File: src/rtl/eth_phy_10g_link_ctrl.sv
// eth_phy_10g_link_ctrl
//   Link bring-up / retrain sequencer for the 10G PHY receive path (rx_clk domain).
//   Sequence: IDLE -> RESET (SERDES RX reset pulse) -> WAIT_LOCK -> WAIT_STATUS -> LINK_UP.
//   Lock and status waits are each bounded by a timeout that forces a retrain.
//   A live link that loses block lock or status falls back to WAIT_LOCK.
//   A SERDES reset request from the PHY forces a retrain from any waiting/up state.
//
// Ports
//   rx_clk, rx_rst_n     clock, asynchronous active-low reset
//   enable               1 = run the sequencer, 0 = hold in IDLE
//   clr_stats            single-cycle clear of retrain_count and err_accum
//   rx_block_lock        PHY block lock
//   rx_status            PHY link-OK status
//   serdes_rx_reset_req  PHY request for a SERDES reset
//   rx_error_count       errors reported by the PHY this cycle
//   serdes_rx_reset      SERDES RX reset drive (high throughout RESET)
//   link_up              high only in LINK_UP
//   state                current FSM encoding (IDLE=0 .. LINK_UP=4)
//   retrain_count        retrains since last clear, saturating at 255
//   err_accum            saturating sum of rx_error_count while in LINK_UP
//   timeout_event        one-cycle pulse when a lock or status wait times out
//
// Handshake: there is no valid/ready traffic here; every input is a level that
// is sampled on each rx_clk edge, and every output is a flop.

module eth_phy_10g_link_ctrl #(
   parameter int RESET_CYCLES   = 16,
   parameter int LOCK_TIMEOUT   = 1024,
   parameter int STATUS_TIMEOUT = 4096,
   parameter int TIMER_WIDTH    = 16,
   parameter int ERR_WIDTH      = 7,
   parameter int ACC_WIDTH      = 16
) (
   input  logic                 rx_clk,
   input  logic                 rx_rst_n,
   input  logic                 enable,
   input  logic                 clr_stats,
   input  logic                 rx_block_lock,
   input  logic                 rx_status,
   input  logic                 serdes_rx_reset_req,
   input  logic [ERR_WIDTH-1:0] rx_error_count,
   output logic                 serdes_rx_reset,
   output logic                 link_up,
   output logic [2:0]           state,
   output logic [7:0]           retrain_count,
   output logic [ACC_WIDTH-1:0] err_accum,
   output logic                 timeout_event
);

   typedef enum logic [2:0] {
      ST_IDLE        = 3'd0,
      ST_RESET       = 3'd1,
      ST_WAIT_LOCK   = 3'd2,
      ST_WAIT_STATUS = 3'd3,
      ST_LINK_UP     = 3'd4
   } state_t;

   // Timer reload values: a load of N-1 counted down to 0 gives exactly N cycles.
   localparam logic [TIMER_WIDTH-1:0] RESET_LOAD  = TIMER_WIDTH'(RESET_CYCLES - 1);
   localparam logic [TIMER_WIDTH-1:0] LOCK_LOAD   = TIMER_WIDTH'(LOCK_TIMEOUT - 1);
   localparam logic [TIMER_WIDTH-1:0] STATUS_LOAD = TIMER_WIDTH'(STATUS_TIMEOUT - 1);

   state_t                 state_q, state_n;
   logic [TIMER_WIDTH-1:0] timer_q, timer_n;
   logic                   retrain_inc;
   logic                   timeout_n;
   logic                   err_add;
   logic [ACC_WIDTH:0]     err_sum;

   // Next-state / timer logic. enable=0 overrides everything and touches no stats.
   always_comb begin
      state_n     = state_q;
      timer_n     = timer_q;
      retrain_inc = 1'b0;
      timeout_n   = 1'b0;
      err_add     = 1'b0;
      if (!enable) begin
         state_n = ST_IDLE;
      end else begin
         case (state_q)
            ST_IDLE: begin
               state_n = ST_RESET;
               timer_n = RESET_LOAD;
            end
            ST_RESET: begin
               // serdes_rx_reset_req is deliberately ignored while already in reset.
               if (timer_q == '0) begin
                  state_n = ST_WAIT_LOCK;
                  timer_n = LOCK_LOAD;
               end else begin
                  timer_n = timer_q - TIMER_WIDTH'(1);
               end
            end
            ST_WAIT_LOCK: begin
               if (serdes_rx_reset_req) begin
                  state_n     = ST_RESET;
                  timer_n     = RESET_LOAD;
                  retrain_inc = 1'b1;
               end else if (rx_block_lock) begin
                  state_n = ST_WAIT_STATUS;
                  timer_n = STATUS_LOAD;
               end else if (timer_q == '0) begin
                  state_n     = ST_RESET;
                  timer_n     = RESET_LOAD;
                  retrain_inc = 1'b1;
                  timeout_n   = 1'b1;
               end else begin
                  timer_n = timer_q - TIMER_WIDTH'(1);
               end
            end
            ST_WAIT_STATUS: begin
               if (serdes_rx_reset_req) begin
                  state_n     = ST_RESET;
                  timer_n     = RESET_LOAD;
                  retrain_inc = 1'b1;
               end else if (!rx_block_lock) begin
                  state_n = ST_WAIT_LOCK;
                  timer_n = LOCK_LOAD;
               end else if (rx_status) begin
                  state_n = ST_LINK_UP;
               end else if (timer_q == '0) begin
                  state_n     = ST_RESET;
                  timer_n     = RESET_LOAD;
                  retrain_inc = 1'b1;
                  timeout_n   = 1'b1;
               end else begin
                  timer_n = timer_q - TIMER_WIDTH'(1);
               end
            end
            ST_LINK_UP: begin
               // The error sample of the cycle in which the link drops still counts.
               err_add = 1'b1;
               if (serdes_rx_reset_req) begin
                  state_n     = ST_RESET;
                  timer_n     = RESET_LOAD;
                  retrain_inc = 1'b1;
               end else if (!rx_block_lock || !rx_status) begin
                  state_n = ST_WAIT_LOCK;
                  timer_n = LOCK_LOAD;
               end
            end
            default: state_n = ST_IDLE;
         endcase
      end
   end

   // One extra bit catches the carry for saturation.
   assign err_sum = {1'b0, err_accum} + (ACC_WIDTH + 1)'(rx_error_count);

   // State, timer and registered Moore outputs (decoded from the next state so
   // they line up with the state register).
   always_ff @(posedge rx_clk or negedge rx_rst_n) begin
      if (!rx_rst_n) begin
         state_q         <= ST_IDLE;
         timer_q         <= '0;
         serdes_rx_reset <= 1'b0;
         link_up         <= 1'b0;
         timeout_event   <= 1'b0;
      end else begin
         state_q         <= state_n;
         timer_q         <= timer_n;
         serdes_rx_reset <= (state_n == ST_RESET);
         link_up         <= (state_n == ST_LINK_UP);
         timeout_event   <= timeout_n;
      end
   end

   // Statistics: clear beats a simultaneous increment.
   always_ff @(posedge rx_clk or negedge rx_rst_n) begin
      if (!rx_rst_n) begin
         retrain_count <= '0;
         err_accum     <= '0;
      end else if (clr_stats) begin
         retrain_count <= '0;
         err_accum     <= '0;
      end else begin
         if (retrain_inc && (retrain_count != 8'hFF))
            retrain_count <= retrain_count + 8'd1;
         if (err_add)
            err_accum <= err_sum[ACC_WIDTH] ? '1 : err_sum[ACC_WIDTH-1:0];
      end
   end

   assign state = state_q;

endmodule
File: config.mk
export PLATFORM = sky130hd
export DESIGN_NAME = eth_phy_10g_link_ctrl
export DESIGN_NICKNAME = d
export VERILOG_FILES = /design/src/rtl/eth_phy_10g_link_ctrl.sv
export SDC_FILE = /design/constraint.sdc
export NUM_CORES = 1
export LEC_CHECK = 0
export CAP_MARGIN = 20
export CORE_UTILIZATION = 45
export CTS_BUF_LIST = sky130_fd_sc_hd__clkbuf_8
export DETAILED_ROUTE_END_ITERATION = 8
export PLACE_DENSITY_LB_ADDON = 0.15
export SLEW_MARGIN = 20
export SYNTH_ARGS = -nofsm -noshare
export SYNTH_HDL_FRONTEND = slang
export SYNTH_SLANG_ARGS = --single-unit
File: constraint.sdc
create_clock -name rx_clk -period 3.3 [get_ports rx_clk]
set_input_delay 0.99 -clock rx_clk [delete_from_list [all_inputs] [get_ports rx_clk]]
set_output_delay 0.99 -clock rx_clk [all_outputs]
set_load 0.1 [all_outputs]
==> impl_results.md <==
- Via count: just under 3,000
- Clock power share: 0.229
- Met1 GRT Util: 0.3232
- Netlist cell types: 66
- Most frequent cell after synthesis: dfrtp_1
- Most used flip-flop cell after synthesis: dfrtp_1
- Violated checks: DRC
- DRC Markers: 3
- Area grow syn2layout: 20.41%
- # resized after CTS: 0
- Class of the worst hold path: input port to asynchronous set/reset pin
- Finished Layout Cells: between 400 and 500
- Worst Skew: 0.009882 ns
- Final Hold Viols: 0
- Leakage power: ~1.7 nW
- Io pins: between 40 and 50
- Vias/cell: approximately 6
- First-pass GRT wire length: ~13,000 um
- Reg power frac: 0.445
- Clock Sinks: 46
- Cells after DPL: between 400 and 500
- Arr. time, crit path: 3.36 ns
- Largest area contributor in the netlist: dfrtp_1
- Synthesized area per cell: ~8.9 sq um
- Final GP Congestion: between 0.8 and 0.9
- Crit path time final: 3.133 ns
- CTS Buffer Depth: 2
- Post-route ant nets: 0
- Largest net degree at the start of global routing: 35
- # hold bufs at CTS: 0
- Synth area leaders: dfrtp_1 37%, o21ai_0 4.7%, ha_1 4.1%
- Diodes inserted: 0
- Fmax: 319.2 MHz
- WL final: roughly 7500 um
- CP Capture Type: flip-flop
- CP startpoint kind: input port
- Cts bufs inserted: 5
- Slew Limit Fails: 0
- GR Overflow Total: 0
- First drt pass iteration count: 7
- Synth Cell Area: a little over 3000 sq um
- Post-CTS Setup Inserts: 0
- Synth Instances: approximately 350
- Max_cap viols: 0
- CP Class: input port to flip-flop
- GRT Util Overall: 0.2245
- DP Area: 3623 sq um
- CTS H-tree lvls: 2
- Die H: approximately 85 um
- CTS tree: done
- RSZ-0062 raised after global routing: true
- Met2 GRT Util: 0.3466
- Net Count, Synth: between 300 and 400
- Grt met3 use: 0.03502
- Seq/Total Area, Yosys: 0.3726
- Die ar.: 7200 sq um
- Sw Ratio: 0.3694
- Initial antenna violation count: 0
- Peak VDD IR: about 190 uV
- Post-DR wirelength/cell: 15.48 um
- Nets@finish: 430
- # rows: 29
- Vias in the first global route: 2,718
- Ys async rst share: 1.000
- IO Port Bufs: between 40 and 50
- CTS clk-pin slew, worst paths: approximately 0.090 ns
- Finished Cell Area: 3720 sq um
- Period utilization: 0.9495
- Initial Util: 0.4756
- First DRT Iteration DRCs: 200
- Combinational power share: 0.326
- Warnings, synthesis: 0
- Layout cell share with drive strength beyond 1: 0.1823
- Slew margin rel.: 0.5893
- Grt peak-use layer: met2
- Final setup viols: 0
- P per Cell Area: 430.8 nW/um^2
- Most frequent cells after synthesis: 46 x dfrtp_1, 29 x o21ai_0, 25 x nand2_1
- Worst skew pair latency: 0.31 ns
- Clock Tree Root: clkbuf_8
- WP data required: 3.53 ns
- Placeable Area: around 6500 sq um
- Outcome: complete, but fails checks
- Die Width: around 85 um
- Seq cells post-synth: 46
- Worst slew pin tran: 0.6113 ns
- Synth top area share: 0.3726
- Net switching power: 0.5921 mW
- P_int: slightly above 1 mW
- Max FO, Critical Path: 7
- Post-synth EDFFs: 0
- Post-DP HPWL: 5563 um
-- kinds of logic after synthesis --
logic type	Yosys count	synth area share
AO/OA/AOI/OAI	120	0.2710
XOR/XNOR	13	0.03686
adder cells (fa/ha/maj)	11	0.04698
buffers and inverters	31	0.04333
flip-flops	46	0.3726
multiplexers	2	0.006885
AND/OR/NAND/NOR	124	0.2224
-- worst paths after layout --
path	cells past startpoint	slack, ns	start	endpoint
worst max-delay path	11	0.17	rx_error_count[1]	err_accum[7]
worst min-delay path	1	0.56	rx_rst_n	timeout_event
worst max register to register	10	0.67	timer_q[0]	timer_q[3]
worst min register to register	2	0.57	timer_q[13]	timer_q[13]
max in group asynchronous	2	2.01	rx_rst_n	timer_q[2]
min in group rx_clk	2	0.57	timer_q[13]	timer_q[13]
-- cell usage in the layout, fill, tap and decap left out, drive strengths merged, types with 3 or more instances in the layout --
| cell type | n |
|---|---|
| nor4 | 7 |
| or2 | 3 |
| nor2 | 23 |
| xnor2 | 5 |
| o22ai | 3 |
| nor2b | 4 |
| clkdlybuf4s50 | 12 |
| and4b | 3 |
| dfrtp | 46 |
| inv | 18 |
| a31oi | 11 |
| nand3 | 6 |
| nor3b | 4 |
| nand2 | 25 |
| o2bb2ai | 4 |
| o21ai | 33 |
| xor2 | 8 |
| o22a | 8 |
| ha | 10 |
| nand2b | 5 |
| a21oi | 25 |
| a221o | 3 |
| nor3 | 15 |
| nand4 | 6 |
| clkbuf | 6 |
| a311oi | 8 |
| buf | 51 |
| and3 | 10 |
| and2 | 4 |
-- stage by stage --
| step | setup slack (ns) | power [mW] | hold slack [ns] | utilization | setup TNS [ns] |
|---|---|---|---|---|---|
| 2_1_floorplan | 0.2731 | 1.097 | 0.5198 | - | 0 |
| 3_3_place_gp | -0.1159 | 1.234 | 0.5387 | 0.5579 | -0.6714 |
| 3_5_place_dp | -0.1949 | 1.241 | 0.5528 | 0.5579 | -2.045 |
| 4_1_cts | 0.1337 | 1.610 | 0.5646 | 0.5725 | 0 |
| 5_1_grt | -0.01139 | 1.721 | 0.5545 | 0.5727 | -0.01139 |
| 6_report | 0.1667 | 1.603 | 0.5599 | 0.5727 | 0 |
-- layout make-up --
type	count	area, sq um
Inverter	19	71.32
Tap cell	77	96.34
Multi-Input combinational cell	270	1805
Sequential cell	46	1151
Clock inverter	2	12.51
Fill cell	622	2775
Timing Repair Buffer	63	500.5
Clock buffer	6	82.58
-- critical path, cell delays in order --
cell and delay [ns]:
clkdlybuf4s50_1 0.43, ha_1 0.31, a21o_1 0.18, a21oi_1 0.19, o21ai_0 0.13, a2111oi_1 0.42
buf_4 0.18, nor3_1 0.06, buf_4 0.17, and3b_1 0.17, nor3_1 0.13
-- flip-flops by register name (all words and copies together) (netlist names) --
signal and count:
err_accum 16, serdes_rx_reset 1, timeout_event 1, timer_q 16, retrain_count 8, link_up 1, state 3
-- power groups by stage --
| stage | Sequential (mW) | Combinational (mW) | Clock (mW) |
|---|---|---|---|
| after global placement | 0.720 | 0.513 | 0 |
| final | 0.714 | 0.522 | 0.367 |
| after CTS | 0.712 | 0.521 | 0.378 |
| after detailed placement | 0.723 | 0.518 | 0 |
| after floorplan | 0.724 | 0.373 | 0 |
| after global routing | 0.725 | 0.585 | 0.411 |
-- layer usage --
metal / wire length (um) / vias up / share of wire
li1: - / 1422 / -
met1: 3608 / 1385 / 0.48
met2: 3420 / 82 / 0.46
met3: 352 / 9 / 0.047
met4: 96 / 0 / 0.013
met5: 0 / - / 0
Power figures use the tool's default switching activity.
